**config.mk**
```make
export PLATFORM = sky130hd
export DESIGN_NAME = updown_ctrl
export DESIGN_NICKNAME = d
export VERILOG_FILES = /design/src/rtl/updown_ctrl.sv
export SDC_FILE = /design/constraint.sdc
export NUM_CORES = 1
export LEC_CHECK = 0
export ABC_AREA = 1
export CAP_MARGIN = 25
export CORE_MARGIN = 2
export CORE_UTILIZATION = 60
export DETAILED_ROUTE_END_ITERATION = 8
export PLACE_DENSITY = 0.78
export SLEW_MARGIN = 10
export SYNTH_ARGS = -nofsm -noshare
export SYNTH_HDL_FRONTEND = slang
export SYNTH_SLANG_ARGS = --single-unit
```
**constraint.sdc**
```tcl
create_clock -name clk -period 4.3 [get_ports clk]
set_input_delay 0.86 -clock clk [delete_from_list [all_inputs] [get_ports clk]]
set_output_delay 0.86 -clock clk [all_outputs]
set_load 0.005 [all_outputs]
```
**src/rtl/updown_ctrl.sv**
```systemverilog
// Run/pause/direction/clear controller driving the enable, direction and clear of a 4-bit up/down counter.
// Optional limit bounce (reverse at all-ones / zero) is built when UPDOWN_BOUNCE_MODE_EN is defined.
module updown_ctrl #(
    parameter int unsigned TICK_DIV  = 67108864,
    parameter int unsigned DB_CYCLES = 1000000,
    parameter int unsigned CNT_W     = 4
) (
    input  logic             clk,
    input  logic             reset,
    input  logic             btn_run,
    input  logic             btn_dir,
    input  logic             btn_clr,
    input  logic [CNT_W-1:0] cnt_value,
    output logic             cnt_tick,
    output logic             cnt_up,
    output logic             cnt_clr,
    output logic [1:0]       state,
    output logic             run_led
);

    localparam int unsigned PW = $clog2(TICK_DIV);
    localparam int unsigned DW = (DB_CYCLES > 1) ? $clog2(DB_CYCLES) : 1;
    localparam logic [PW-1:0] PRESC_LAST = PW'(TICK_DIV - 1);
    localparam logic [DW-1:0] DB_LAST    = DW'(DB_CYCLES - 1);
    localparam int unsigned B_RUN = 0;
    localparam int unsigned B_DIR = 1;
    localparam int unsigned B_CLR = 2;

    typedef enum logic [1:0] {
        ST_IDLE  = 2'b00,
        ST_RUN   = 2'b01,
        ST_PAUSE = 2'b10,
        ST_CLEAR = 2'b11
    } state_t;

    logic [2:0]    btn_raw_s;
    logic [2:0]    sync1_q;
    logic [2:0]    sync2_q;
    logic [2:0]    deb_q;
    logic [2:0]    deb_d;
    logic [2:0]    press_q;
    logic [2:0]    press_d;
    logic [DW-1:0] db_cnt_q [3];
    logic [DW-1:0] db_cnt_d [3];

    state_t        state_q;
    state_t        state_d;
    logic [PW-1:0] presc_q;
    logic [PW-1:0] presc_d;
    logic          tick_q;
    logic          tick_d;
    logic          up_q;
    logic          up_d;
    logic          clr_q;
    logic          clr_d;
    logic          led_q;
    logic          led_d;

    assign btn_raw_s = {btn_clr, btn_dir, btn_run};

    // Synchronisers, debounce counters, debounced levels and press pulses for all three buttons
    always_ff @(posedge clk or posedge reset) begin
        if (reset) begin
            sync1_q <= 3'b000;
            sync2_q <= 3'b000;
            deb_q   <= 3'b000;
            press_q <= 3'b000;
            for (int i = 0; i < 3; i++) begin
                db_cnt_q[i] <= {DW{1'b0}};
            end
        end else begin
            sync1_q <= btn_raw_s;
            sync2_q <= sync1_q;
            deb_q   <= deb_d;
            press_q <= press_d;
            for (int i = 0; i < 3; i++) begin
                db_cnt_q[i] <= db_cnt_d[i];
            end
        end
    end

    // A level change is accepted only after DB_CYCLES consecutive disagreeing samples
    always_comb begin
        deb_d   = deb_q;
        press_d = 3'b000;
        for (int i = 0; i < 3; i++) begin
            db_cnt_d[i] = db_cnt_q[i];
            if (sync2_q[i] == deb_q[i]) begin
                db_cnt_d[i] = {DW{1'b0}};
            end else if (db_cnt_q[i] == DB_LAST) begin
                db_cnt_d[i] = {DW{1'b0}};
                deb_d[i]    = sync2_q[i];
                press_d[i]  = sync2_q[i];
            end else begin
                db_cnt_d[i] = db_cnt_q[i] + DW'(1'b1);
            end
        end
    end

    // Sequencer state, prescaler and all registered outputs
    always_ff @(posedge clk or posedge reset) begin
        if (reset) begin
            state_q <= ST_IDLE;
            presc_q <= {PW{1'b0}};
            tick_q  <= 1'b0;
            up_q    <= 1'b1;
            clr_q   <= 1'b0;
            led_q   <= 1'b0;
        end else begin
            state_q <= state_d;
            presc_q <= presc_d;
            tick_q  <= tick_d;
            up_q    <= up_d;
            clr_q   <= clr_d;
            led_q   <= led_d;
        end
    end

    always_comb begin
        state_d = state_q;
        presc_d = presc_q;
        tick_d  = 1'b0;
        up_d    = up_q;

        case (state_q)
            ST_IDLE: begin
                if (press_q[B_RUN]) begin
                    state_d = ST_RUN;
                    presc_d = {PW{1'b0}};
                end else begin
                    state_d = ST_IDLE;
                end
            end
            ST_RUN: begin
                if (press_q[B_RUN]) begin
                    state_d = ST_PAUSE;
                end else begin
                    state_d = ST_RUN;
                end
            end
            ST_PAUSE: begin
                if (press_q[B_RUN]) begin
                    state_d = ST_RUN;
                end else begin
                    state_d = ST_PAUSE;
                end
            end
            ST_CLEAR: begin
                state_d = ST_IDLE;
            end
            default: begin
                state_d = ST_IDLE;
            end
        endcase

        // Clear outranks run; a press landing while already in CLEAR is dropped
        if (press_q[B_CLR] && (state_q != ST_CLEAR)) begin
            state_d = ST_CLEAR;
        end else begin
            state_d = state_d;
        end

        if (state_d == ST_CLEAR) begin
            presc_d = {PW{1'b0}};
        end else if ((state_q == ST_RUN) && (state_d == ST_RUN)) begin
            if (presc_q == PRESC_LAST) begin
                presc_d = {PW{1'b0}};
                tick_d  = 1'b1;
            end else begin
                presc_d = presc_q + PW'(1'b1);
            end
        end else begin
            presc_d = presc_d;
        end

        if (press_q[B_DIR] && (state_q != ST_CLEAR)) begin
            up_d = ~up_q;
        end else begin
            up_d = up_q;
        end

`ifdef UPDOWN_BOUNCE_MODE_EN
        // Limits are judged on the value present when the tick is issued
        if (tick_d && up_q && (&cnt_value)) begin
            up_d = 1'b0;
        end else if (tick_d && !up_q && (cnt_value == {CNT_W{1'b0}})) begin
            up_d = 1'b1;
        end else begin
            up_d = up_d;
        end
`endif

        clr_d = (state_d == ST_CLEAR);
        led_d = (state_d == ST_RUN);
    end

`ifndef UPDOWN_BOUNCE_MODE_EN
    logic cnt_value_unused_s;
    assign cnt_value_unused_s = ^cnt_value;
`endif

    assign cnt_tick = tick_q;
    assign cnt_up   = up_q;
    assign cnt_clr  = clr_q;
    assign state    = state_q;
    assign run_led  = led_q;

endmodule

```
==> flow_summary.json <==
{
  "final_area_um2": 5970,
  "gp_congestion": 0.894,
  "tightest_slew_ns": 0.624,
  "grt_max_degree": 63,
  "p_seq_share_pct": 58.1,
  "mostFrequentLayoutCells": "nand2_1, nor2_1, dfrtp_1",
  "numClockSinks": 104,
  "fin_nets": 754,
  "synthToLayoutAreaGrowth_pct": 8.33,
  "routed_wirelength_mm": 11.2,
  "rr_endpoint": "presc_q[15]$_DFFE_PP0P_",
  "hold_viol_final": 0,
  "crit_family": "flip-flops",
  "crit_buf_inv": 1,
  "cp.arrival_ns": 1.40,
  "worstReg2RegStart": "state[0]$_DFF_PP0_",
  "status": "finished, final reports clean",
  "critPathMaxStageDelay_ns": 0.55,
  "critPathLaunch": "cnt_up$_DFFE_PP1P_",
  "internal_power_uw": 1340,
  "synth-seq-cells": 104,
  "syn_area_um2": 5520,
  "fin_cells": 852,
  "ant_nets": 0,
  "clkLatencyLatePin_ns": 0.36,
  "grt_pass1_vias": 4625,
  "syn-num-nets": 735,
  "cts_resized": 0,
  "p_clk_share_pct": 38.8,
  "post_cts_buffers": 0,
  "vias": 4660,
  "grt_usage_pct": 24.8,
  "clk_pin_slew_ns": 0.09,
  "rsz0062_at_grt": "false",
  "top_layer_used": "met4",
  "nFillCells": 711,
  "post-route-period-util_pct": 52.5,
  "finalCriticalPeriod_ns": 2.26,
  "cp-endpoint": "cnt_up",
  "crit_chain": "clkdlybuf4s50_1",
  "yosysSeqAreaShare_pct": 47.2,
  "ys_warn_count": 0,
  "antenna_found_initial": 0,
  "grt_overflow": 0,
  "dp_hpwl_mm": 8.16,
  "synth_cell_types": 34,
  "first_pass_iters": 5,
  "slew_violations": 0,
  "cts_root_buf": "clkbuf_8",
  "hold_path.class": "reg2reg",
  "fin_skew_ns": 0.0156,
  "crit_slowest_cell": "dfstp_2",
  "path_max_fanout": 2,
  "die_h_um": 99.9,
  "crit_cells": 1,
  "setup_viol": 0,
  "port_buffers": 10,
  "comb_power_share_pct": 3.1,
  "cts_tree": "done",
  "drt_iter0_drc": 232,
  "dr_wl_met3_um": 463,
  "worstSetupPathType": "reg2out",
  "die_width_um": 99.9,
  "peakVddDrop_v": 0.000226,
  "drc": 0,
  "fmax_mhz": 443,
  "wl_per_cell_um": 13.1,
  "power_switching_uw": 369,
  "cts.path.max_buffers": 2,
  "fin_setup_tns_ns": 0,
  "top_level_ports": 15,
  "power_density_nw_per_um2": 287,
  "diodes": 0,
  "cts_buffers": 9,
  "syn_area_per_cell_um2": 7.64,
  "rows": 34,
  "post-place-cells": 838,
  "met1_length_mm": 4.97,
  "cts_max_level": 3,
  "relSlewSlack_pct": 58.3,
  "swShare_pct": 21.6,
  "grt_first_pass_wirelength_mm": 20.1,
  "leakage_uw": 0.00259,
  "drive_gt1_share_pct": 6.32,
  "r2r_setup_slack_ns": 2.36,
  "core_area_um2": 8810,
  "end_kind": "output pin",
  "syn_inst": 722,
  "worst-r2r-cell-count": 6,
  "die-area_um2": 9980,
  "initial_core_util_pct": 62.6,
  "hold_buffers": 0,
  "final_common_cell": "nand2_1",
  "max-cap-violations": 0,
  "vias_per_cell": 5.47,
  "start_kind": "register",
  "dpl_cell_area_um2": 5760,
  "route.met2.wl_mm": 5.61,
  "cp.required_ns": 3.44
}
-- worst min path at each step --
stage | from | to | slack (ns) | depth (start not counted)
after CTS | sync1_q[1]$_DFF_PP0_ | sync2_q[1]$_DFF_PP0_ | 0.35 | 0
after detailed placement | sync1_q[1]$_DFF_PP0_ | sync2_q[1]$_DFF_PP0_ | 0.34 | 0
after global routing | sync1_q[1]$_DFF_PP0_ | sync2_q[1]$_DFF_PP0_ | 0.35 | 0
final | sync1_q[1]$_DFF_PP0_ | sync2_q[1]$_DFF_PP0_ | 0.36 | 0
after floorplan | sync1_q[0]$_DFF_PP0_ | sync2_q[0]$_DFF_PP0_ | 0.33 | 0
after global placement | sync1_q[0]$_DFF_PP0_ | sync2_q[0]$_DFF_PP0_ | 0.33 | 0
-- synth_stat cells (all sizes together) --
library cell / count / area share, %
a211oi: 1 / 0.14
a21oi: 15 / 1.4
buf: 4 / 0.52
dfrtp: 103 / 47
dfstp: 1 / 0.48
ha: 4 / 0.91
inv: 84 / 5.7
nand2: 176 / 12
nand3: 55 / 5.2
nand3b: 5 / 0.68
nand4: 24 / 2.7
nor2: 155 / 11
nor3: 24 / 2.6
nor3b: 2 / 0.27
o211ai: 2 / 0.36
o21ai: 28 / 2.5
o21bai: 3 / 0.41
o31ai: 1 / 0.14
or2: 3 / 0.34
xnor2: 7 / 1.1
xor2: 25 / 4.0
-- power groups by stage --
stage	sequential, uW	combinational (uW)	clock [uW]
after floorplan	1010	36.1	0
final	994	53.5	665
after CTS	994	55.5	679
after global placement	1010	50.6	0
after detailed placement	1010	55.3	0
after global routing	996	63.3	716
-- cells by family (layout without fill, tap and decap cells) --
group	after synthesis	after routing	share of synthesized area, %
buf+inv	88	110	6.24
fa+ha+maj	4	4	0.907
compound gates	50	50	4.95
xor+xnor	32	32	5.08
simple gates	444	444	35.6
flops	104	104	47.2
-- cell type report --
type	count	area, um^2	share of cell area, %
sequential	104	2600	43.6
multi-input combinational	530	2570	43.0
inverter	84	318	5.32
clock buffer	10	138	2.30
tap	108	135	2.26
timing repair buffer	12	135	2.26
clock inverter	4	77.6	1.30
-- per-stage QoR --
stage               total power (uW)  hold WS (ns)  setup WS, ns  utilization (%)
floorplan                       1050         0.331         0.709                -
global placement                1060         0.332          1.91             65.1
global route                    1780         0.354          1.99             67.8
detailed placement              1070         0.339          2.39             65.4
finish                          1710         0.358          2.04             67.8
CTS                             1730         0.353          2.03             67.8
-- metal layers --
layer | vias to the layer above | GRT usage (%)
met5 | - | 0
met1 | 2199 | 30.9
li1 | 2335 | -
met4 | 0 | 8.96
met3 | 14 | 4.11
met2 | 112 | 43.8
-- state kept, by name (all words and copies together), names as in the netlist --
name and count:
db_cnt_q 60, presc_q 26, deb_q 3, press_q 3
sync1_q 3, sync2_q 3, state 2, cnt_clr 1
cnt_tick 1, cnt_up 1, run_led 1
Power figures use the tool's default switching activity.
